===== src/rtl/hmac_seq_pkg.sv =====
// Shared types and constants for the HMAC-384 command sequencer.
// Optional zeroize behaviour is selected by HMAC_SEQ_ZEROIZE_EN.
package hmac_seq_pkg;

    localparam int KEY_WORDS   = 12;
    localparam int BLOCK_WORDS = 32;
    localparam int TAG_WORDS   = 12;
    localparam int TOTAL_WORDS = KEY_WORDS + BLOCK_WORDS;

    localparam int KEY_BASE     = 0;
    localparam int BLOCK_BASE   = 12;
    localparam int LAST_ADDR    = 43;
    localparam int ZEROIZE_ADDR = 63;

    typedef enum logic [2:0] {
        IDLE,
        ISSUE,
        WAIT_START,
        WAIT_DONE,
        CAPTURE
    } seq_state_e;

    // Word 0 is the most-significant tag word; out-of-range selects read as zero.
    function automatic logic [31:0] tag_word(input logic [TAG_WORDS*32-1:0] tag,
                                             input logic [3:0] idx);
        logic [31:0] w;
        w = '0;
        for (int i = 0; i < TAG_WORDS; i++) begin
            if (idx == 4'(i)) w = tag[(TAG_WORDS-1-i)*32 +: 32];
        end
        return w;
    endfunction

endpackage


===== src/rtl/hmac_seq_wordreg.sv =====
// 44 x 32 word-addressed register file holding the HMAC key (words 0..11)
// and message block (words 12..43), presented as flattened MSW-first vectors.
module hmac_seq_wordreg
    import hmac_seq_pkg::*;
(
    input  logic                       clk,
    input  logic                       reset_n,
    input  logic                       wr_en_i,
    input  logic [5:0]                 wr_addr_i,
    input  logic [31:0]                wr_data_i,
    input  logic                       clr_i,
    output logic [KEY_WORDS*32-1:0]    key_o,
    output logic [BLOCK_WORDS*32-1:0]  block_o
);

    logic [31:0] mem_q [TOTAL_WORDS];

    always_ff @(posedge clk or negedge reset_n) begin
        if (!reset_n) begin
            for (int i = 0; i < TOTAL_WORDS; i++) mem_q[i] <= '0;
        end else if (clr_i) begin
            for (int i = 0; i < TOTAL_WORDS; i++) mem_q[i] <= '0;
        end else if (wr_en_i) begin
            for (int i = 0; i < TOTAL_WORDS; i++) begin
                if (wr_addr_i == 6'(i)) mem_q[i] <= wr_data_i;
            end
        end
    end

    always_comb begin
        key_o   = '0;
        block_o = '0;
        for (int i = 0; i < KEY_WORDS; i++) begin
            key_o[(KEY_WORDS-1-i)*32 +: 32] = mem_q[KEY_BASE+i];
        end
        for (int i = 0; i < BLOCK_WORDS; i++) begin
            block_o[(BLOCK_WORDS-1-i)*32 +: 32] = mem_q[BLOCK_BASE+i];
        end
    end

endmodule


===== src/rtl/hmac_cmd_sequencer.sv =====
// Front-end for the HMAC-384 core: word writes, init/next command issue, tag capture.
// HMAC_SEQ_ZEROIZE_EN: clear key/block on capture and let address 63 wipe the tag.
module hmac_cmd_sequencer
    import hmac_seq_pkg::*;
(
    input  logic                       clk,
    input  logic                       reset_n,
    input  logic                       wr_en_i,
    input  logic [5:0]                 wr_addr_i,
    input  logic [31:0]                wr_data_i,
    input  logic                       cmd_valid_i,
    input  logic                       cmd_init_i,
    input  logic                       cmd_next_i,
    output logic                       cmd_ready_o,
    output logic                       busy_o,
    output logic                       done_o,
    output logic                       err_o,
    input  logic [3:0]                 rd_addr_i,
    output logic [31:0]                rd_data_o,
    output logic                       core_init_o,
    output logic                       core_next_o,
    input  logic                       core_ready_i,
    input  logic                       core_tag_valid_i,
    output logic [KEY_WORDS*32-1:0]    core_key_o,
    output logic [BLOCK_WORDS*32-1:0]  core_block_o,
    input  logic [TAG_WORDS*32-1:0]    core_tag_i
);

    seq_state_e                 state_q, state_d;
    logic                       is_init_q, is_init_d;
    logic                       err_q, err_d;
    logic [TAG_WORDS*32-1:0]    tag_q, tag_d;

    logic idle;
    logic addr_in_range;
    logic zeroize_hit;
    logic clr_regs;
    logic wr_accept;
    logic cmd_bad;
    logic cmd_accept;

    assign idle          = (state_q == IDLE);
    assign addr_in_range = (wr_addr_i <= 6'(LAST_ADDR));

`ifdef HMAC_SEQ_ZEROIZE_EN
    assign zeroize_hit = wr_en_i && idle && (wr_addr_i == 6'(ZEROIZE_ADDR));
    assign clr_regs    = (state_q == CAPTURE);
`else
    assign zeroize_hit = 1'b0;
    assign clr_regs    = 1'b0;
`endif

    // Writes land only while idle so key/block stay frozen for the core.
    assign wr_accept   = wr_en_i && idle && addr_in_range;
    assign cmd_ready_o = idle && core_ready_i;
    assign cmd_bad     = cmd_valid_i && cmd_ready_o && (cmd_init_i == cmd_next_i);
    assign cmd_accept  = cmd_valid_i && cmd_ready_o && (cmd_init_i != cmd_next_i);
    assign busy_o      = !idle;
    assign err_o       = err_q;
    assign rd_data_o   = tag_word(tag_q, rd_addr_i);

    hmac_seq_wordreg u_wordreg (
        .clk       (clk),
        .reset_n   (reset_n),
        .wr_en_i   (wr_accept),
        .wr_addr_i (wr_addr_i),
        .wr_data_i (wr_data_i),
        .clr_i     (clr_regs),
        .key_o     (core_key_o),
        .block_o   (core_block_o)
    );

    always_ff @(posedge clk or negedge reset_n) begin
        if (!reset_n) begin
            state_q   <= IDLE;
            is_init_q <= 1'b0;
            err_q     <= 1'b0;
            tag_q     <= '0;
        end else begin
            state_q   <= state_d;
            is_init_q <= is_init_d;
            err_q     <= err_d;
            tag_q     <= tag_d;
        end
    end

    always_comb begin
        state_d     = state_q;
        is_init_d   = is_init_q;
        tag_d       = tag_q;
        err_d       = cmd_bad || (wr_en_i && !wr_accept && !zeroize_hit);
        core_init_o = 1'b0;
        core_next_o = 1'b0;
        done_o      = 1'b0;
        case (state_q)
            IDLE: begin
                if (cmd_accept) begin
                    state_d   = ISSUE;
                    is_init_d = cmd_init_i;
                end
                if (zeroize_hit) tag_d = '0;
            end
            ISSUE: begin
                core_init_o = is_init_q;
                core_next_o = !is_init_q;
                state_d     = WAIT_START;
            end
            // One dead cycle so a stale tag_valid from the previous run is not taken.
            WAIT_START: state_d = WAIT_DONE;
            WAIT_DONE: begin
                if (core_tag_valid_i) state_d = CAPTURE;
            end
            CAPTURE: begin
                tag_d   = core_tag_i;
                done_o  = 1'b1;
                state_d = IDLE;
            end
            default: state_d = IDLE;
        endcase
    end

endmodule

===== config.mk =====
export PLATFORM = sky130hd
export DESIGN_NAME = hmac_cmd_sequencer
export DESIGN_NICKNAME = d
export VERILOG_FILES = /design/src/rtl/hmac_seq_pkg.sv /design/src/rtl/hmac_seq_wordreg.sv /design/src/rtl/hmac_cmd_sequencer.sv
export SDC_FILE = /design/constraint.sdc
export NUM_CORES = 2
export LEC_CHECK = 0
export BUFFER_PORTS_ARGS = -buffer_cell sky130_fd_sc_hd__buf_4
export CORE_AREA = 2 2 726 728
export DETAILED_ROUTE_END_ITERATION = 16
export DIE_AREA = 0 0 728 730
export GPL_TIMING_DRIVEN = 0
export SLEW_MARGIN = 25
export SYNTH_ARGS = -nofsm -noshare
export SYNTH_HDL_FRONTEND = slang
export SYNTH_SLANG_ARGS = --single-unit

===== constraint.sdc =====
create_clock -name clk -period 3.3 [get_ports clk]
set_input_delay 0.33 -clock clk [delete_from_list [all_inputs] [get_ports clk]]
set_output_delay 0.33 -clock clk [all_outputs]
set_load 0.03 [all_outputs]

==> impl_metrics.csv <==
group,metric,value,unit
setup_path,max_stage_delay,0.70,ns
finish,nets,7531,
sta,timing.setup.tns,-2.120,ns
run_status,failing_checks,"negative setup slack",
clocking,ctsRootBufferMaster,"sky130_fd_sc_hd__clkbuf_16",
placed_design,place.gp.congestion,0.9327,
power_and_ir_drop,power_share_of_the_combinational_group,26.6,%
clocking,clock_buffers_created_by_tritoncts,211,
synth,synth_sequential_area_ratio,63.38,%
setup_path,rrSetupSlack,0.06,ns
sta,report.final.slew_viol_count,0,
drt,drt_drc_violations_left,0,
power_and_ir_drop,p_sw_share,33.98,%
grt,grt_use_met2,27.66,%
power_and_ir_drop,power.ir.vdd_worst,0.5227,mV
job,drv.max_cap_violation_count,0,
sta,final_min_period_over_clock_period,110.3,%
sta,final_hold_viol_count,0,
floorplan,start_util,13.55,%
synth,yosys.area.top_type_share,63.38,%
clocking,cts_max_path_buffers,4,
grt,grt_most_used_layer,"met2",
synth,synthArstFlopShare,100.0,%
sta,timing.final.ws_setup,-0.3396,ns
setup_path,worstPathMaxFanout,2,
synth,synth_edf_count,0,
synth,synth.ff_latch_count,1797,
drt,vias,52066,
setup_path,crit_required,2.97,ns
floorplan,die_y,730,um
grt,via_count_of_the_first_global_routing_pass,52204,
drt,drtAntennaViolNets,0,
grt,grt_antenna_before_repair,127,
finish,mostFrequentLayoutCell,"sky130_fd_sc_hd__buf_4",
sta,worst-slew-pin-transition,1.094,ns
placed_design,postPlaceCellArea,95910,sq um
grt,overflow,0,
synth,yosys_warnings,0,
synth,postSynthCellCount,4488,
drt,post_drt_wl_per_cell,29.76,um
placed_design,numPlacedInstances,13409,
synth,yosys_most_used_dff,"sky130_fd_sc_hd__dfrtp_1",
drt,dr.first_iter.drc_count,3723,
clocking,clock_insertion_delay_worst_skew,0.92,ns
power_and_ir_drop,internal_power,47.97,mW
sta,rsz0062_at_grt,"true",
grt,grt_max_degree,138,
setup_path,worstSetupEndpointType,"output port",
synth,netlist_top_cells_area,"sky130_fd_sc_hd__dfrtp_1 (63%), sky130_fd_sc_hd__mux2_2 (27%), sky130_fd_sc_hd__mux2_4 (1.3%)",
drt,drt-total-wl,428700,um
setup_path,critical_path.slowest_cell,"sky130_fd_sc_hd__mux4_2",
sta,timing.clock.skew,0.1102,ns
synth,synthesis.nets,4922,
floorplan,die_w,728,um
grt,globalRouteTotalUtil,15.44,%
power_and_ir_drop,switching_power,24.69,mW
floorplan,core.rowCount,266,
floorplan,area_enclosed_by_the_die_boundary,531400,sq um
finish,area.growth.synth_to_final,52.81,%
hold_path,hold_path_class,"primary input to flip-flop",
placed_design,post-dp-hpwl,340900,um
sta,max_freq,274.8,MHz
setup_path,startpoint_type,"flip-flop",
power_and_ir_drop,fin_total_pwr,72.66,mW
finish,layoutNonFillerInstCount,14407,
clocking,cts_tree,"done",
finish,nFillCells,56229,
drt,detailedRoute.firstPassIterationCount,5,
grt,grt_util_met3,3.682,%
setup_path,critical_path.n_buffers_inverters,1,
power_and_ir_drop,seq_power_share,40.4,%
floorplan,core_area,523500,sq um
grt,grt_use_met1,17.50,%
synth,synth_cell_types,66,
synth,syn_area,70950,sq um
floorplan,ioPinCount,1880,
sta,report.final.setup_viol,16,
power_and_ir_drop,power_density,670.2,nW/um^2
power_and_ir_drop,power_frac_clock,33.0,%
finish,layout-drive-gt1-share,59.81,%
placed_design,buffer_ports.inserted,1872,
finish,mostFrequentLayoutCells,"sky130_fd_sc_hd__buf_4 (1899), sky130_fd_sc_hd__dfrtp_1 (1796), sky130_fd_sc_hd__mux2_2 (1692)",
power_and_ir_drop,power.static_leakage,52.81,nW
setup_path,setup.worst_path.class,"flip-flop to output port",
sta,final_period_minus_worst_setup_slack,3.640,ns
synth,post_synth.cell_area_avg,15.81,sq um
setup_path,crit_path_cell_trace,"mux4_2 -> o211ai_1 -> a31oi_1 -> a221o_1 -> buf_6",
sta,max_slew_margin,27.07,%
clocking,clk_transition_reported_paths,0.06,ns
synth,yosysTopAreaCell,"sky130_fd_sc_hd__dfrtp_1",
drt,via_per_inst,3.614,
clocking,clock_sinks,1797,
setup_path,arrival,3.31,ns
run_status,status,"finished, violations left",
setup_path,cp_top_family,"compound AO/OA/AOI/OAI gates",
clocking,cts_max_level,4,
grt,grt_first_pass_wirelength,542200,um
finish,finalCoreUtilization,20.71,%
finish,postLayoutCellArea,108400,sq um
## cell usage after synthesis, types with 23 or more instances
cell type,n
sky130_fd_sc_hd__mux2_1,49
sky130_fd_sc_hd__mux2_2,1692
sky130_fd_sc_hd__mux2_4,60
sky130_fd_sc_hd__o21ai_0,113
sky130_fd_sc_hd__buf_1,76
sky130_fd_sc_hd__buf_2,42
sky130_fd_sc_hd__mux4_2,23
sky130_fd_sc_hd__nand2_1,44
sky130_fd_sc_hd__a31oi_1,24
sky130_fd_sc_hd__nor2_1,38
sky130_fd_sc_hd__a21oi_1,31
sky130_fd_sc_hd__clkbuf_1,217
sky130_fd_sc_hd__dfrtp_1,1797
sky130_fd_sc_hd__mux2i_1,60
## power groups by stage
| stage | registers (mW) | clock network (mW) | logic [mW] |
|---|---|---|---|
| floorplan | 32.4 | 0 | 5.71 |
| global placement | 29.5 | 0 | 18.3 |
| detailed placement | 29.6 | 0 | 19.1 |
| CTS | 29.2 | 24.7 | 19.8 |
| global route | 29.7 | 25.5 | 20.2 |
| finish | 29.4 | 23.9 | 19.4 |
## per-layer routing
layer	vias up	wire length, um
li1	21546	-
met1	27492	157900
met2	2405	218100
met3	611	31780
met4	12	20750
met5	-	81
## metrics by stage
step / hold slack [ns] / setup slack (ns)
after floorplan: 0.03441 / 0.3486
after global routing: 0.009858 / -0.3973
after global placement: 0.4713 / -22.69
final: 0.05801 / -0.3396
after CTS: 0.003363 / -0.4350
after detailed placement: 0.2480 / -1.475
## cell type report
class	count	area, sq um	area share [%]
timing repair buffer	2399	20750	19.14
inverter	8	31.28	0.02885
multi-input combinational	2307	24550	22.64
clock inverter	64	838.3	0.7732
tap	6968	8718	8.041
sequential	1797	44970	41.48
antenna	176	440.4	0.4062
buffer	373	2028	1.871
clock buffer	315	6093	5.620
## kinds of logic after synthesis
| group | Yosys count | share of synthesized area, % |
|---|---|---|
| compound gates | 271 | 2.400 |
| xor+xnor | 1 | 0.01235 |
| buf+inv | 384 | 2.525 |
| flops | 1797 | 63.38 |
| mux | 1884 | 30.48 |
| simple gates | 151 | 1.201 |
## sequential cells by signal, indices dropped and copies added, names as in the netlist
register and cells:
err_o 1, is_init_q 1, u_wordreg.key_o 384, state_q 3
u_wordreg.block_o 1024, tag_q 384
## final timing paths
kind | startpoint | to | depth (start not counted)
worst max-delay path | tag_q[271] | rd_data_o[15] | 5
worst min-delay path | wr_data_i[26] | u_wordreg.key_o[90] | 2
worst max register to register | state_q[0] | u_wordreg.block_o[858] | 6
worst min register to register | u_wordreg.key_o[295] | u_wordreg.key_o[295] | 1
max in group asynchronous | reset_n | u_wordreg.block_o[968] | 10
min in group asynchronous | reset_n | tag_q[278] | 8
## timing repair
item | CTS | global route
buffers inserted | 14 | 4
resized for setup | 113 | 31
gates cloned | 3 | 0
setup endpoints to repair | 1033 | 230
pin swaps | 19 | 15
hold buffers | 425 | 0
hold endpoints to repair | 664 | 0
Note: power is estimated with default switching activity, not from simulation.
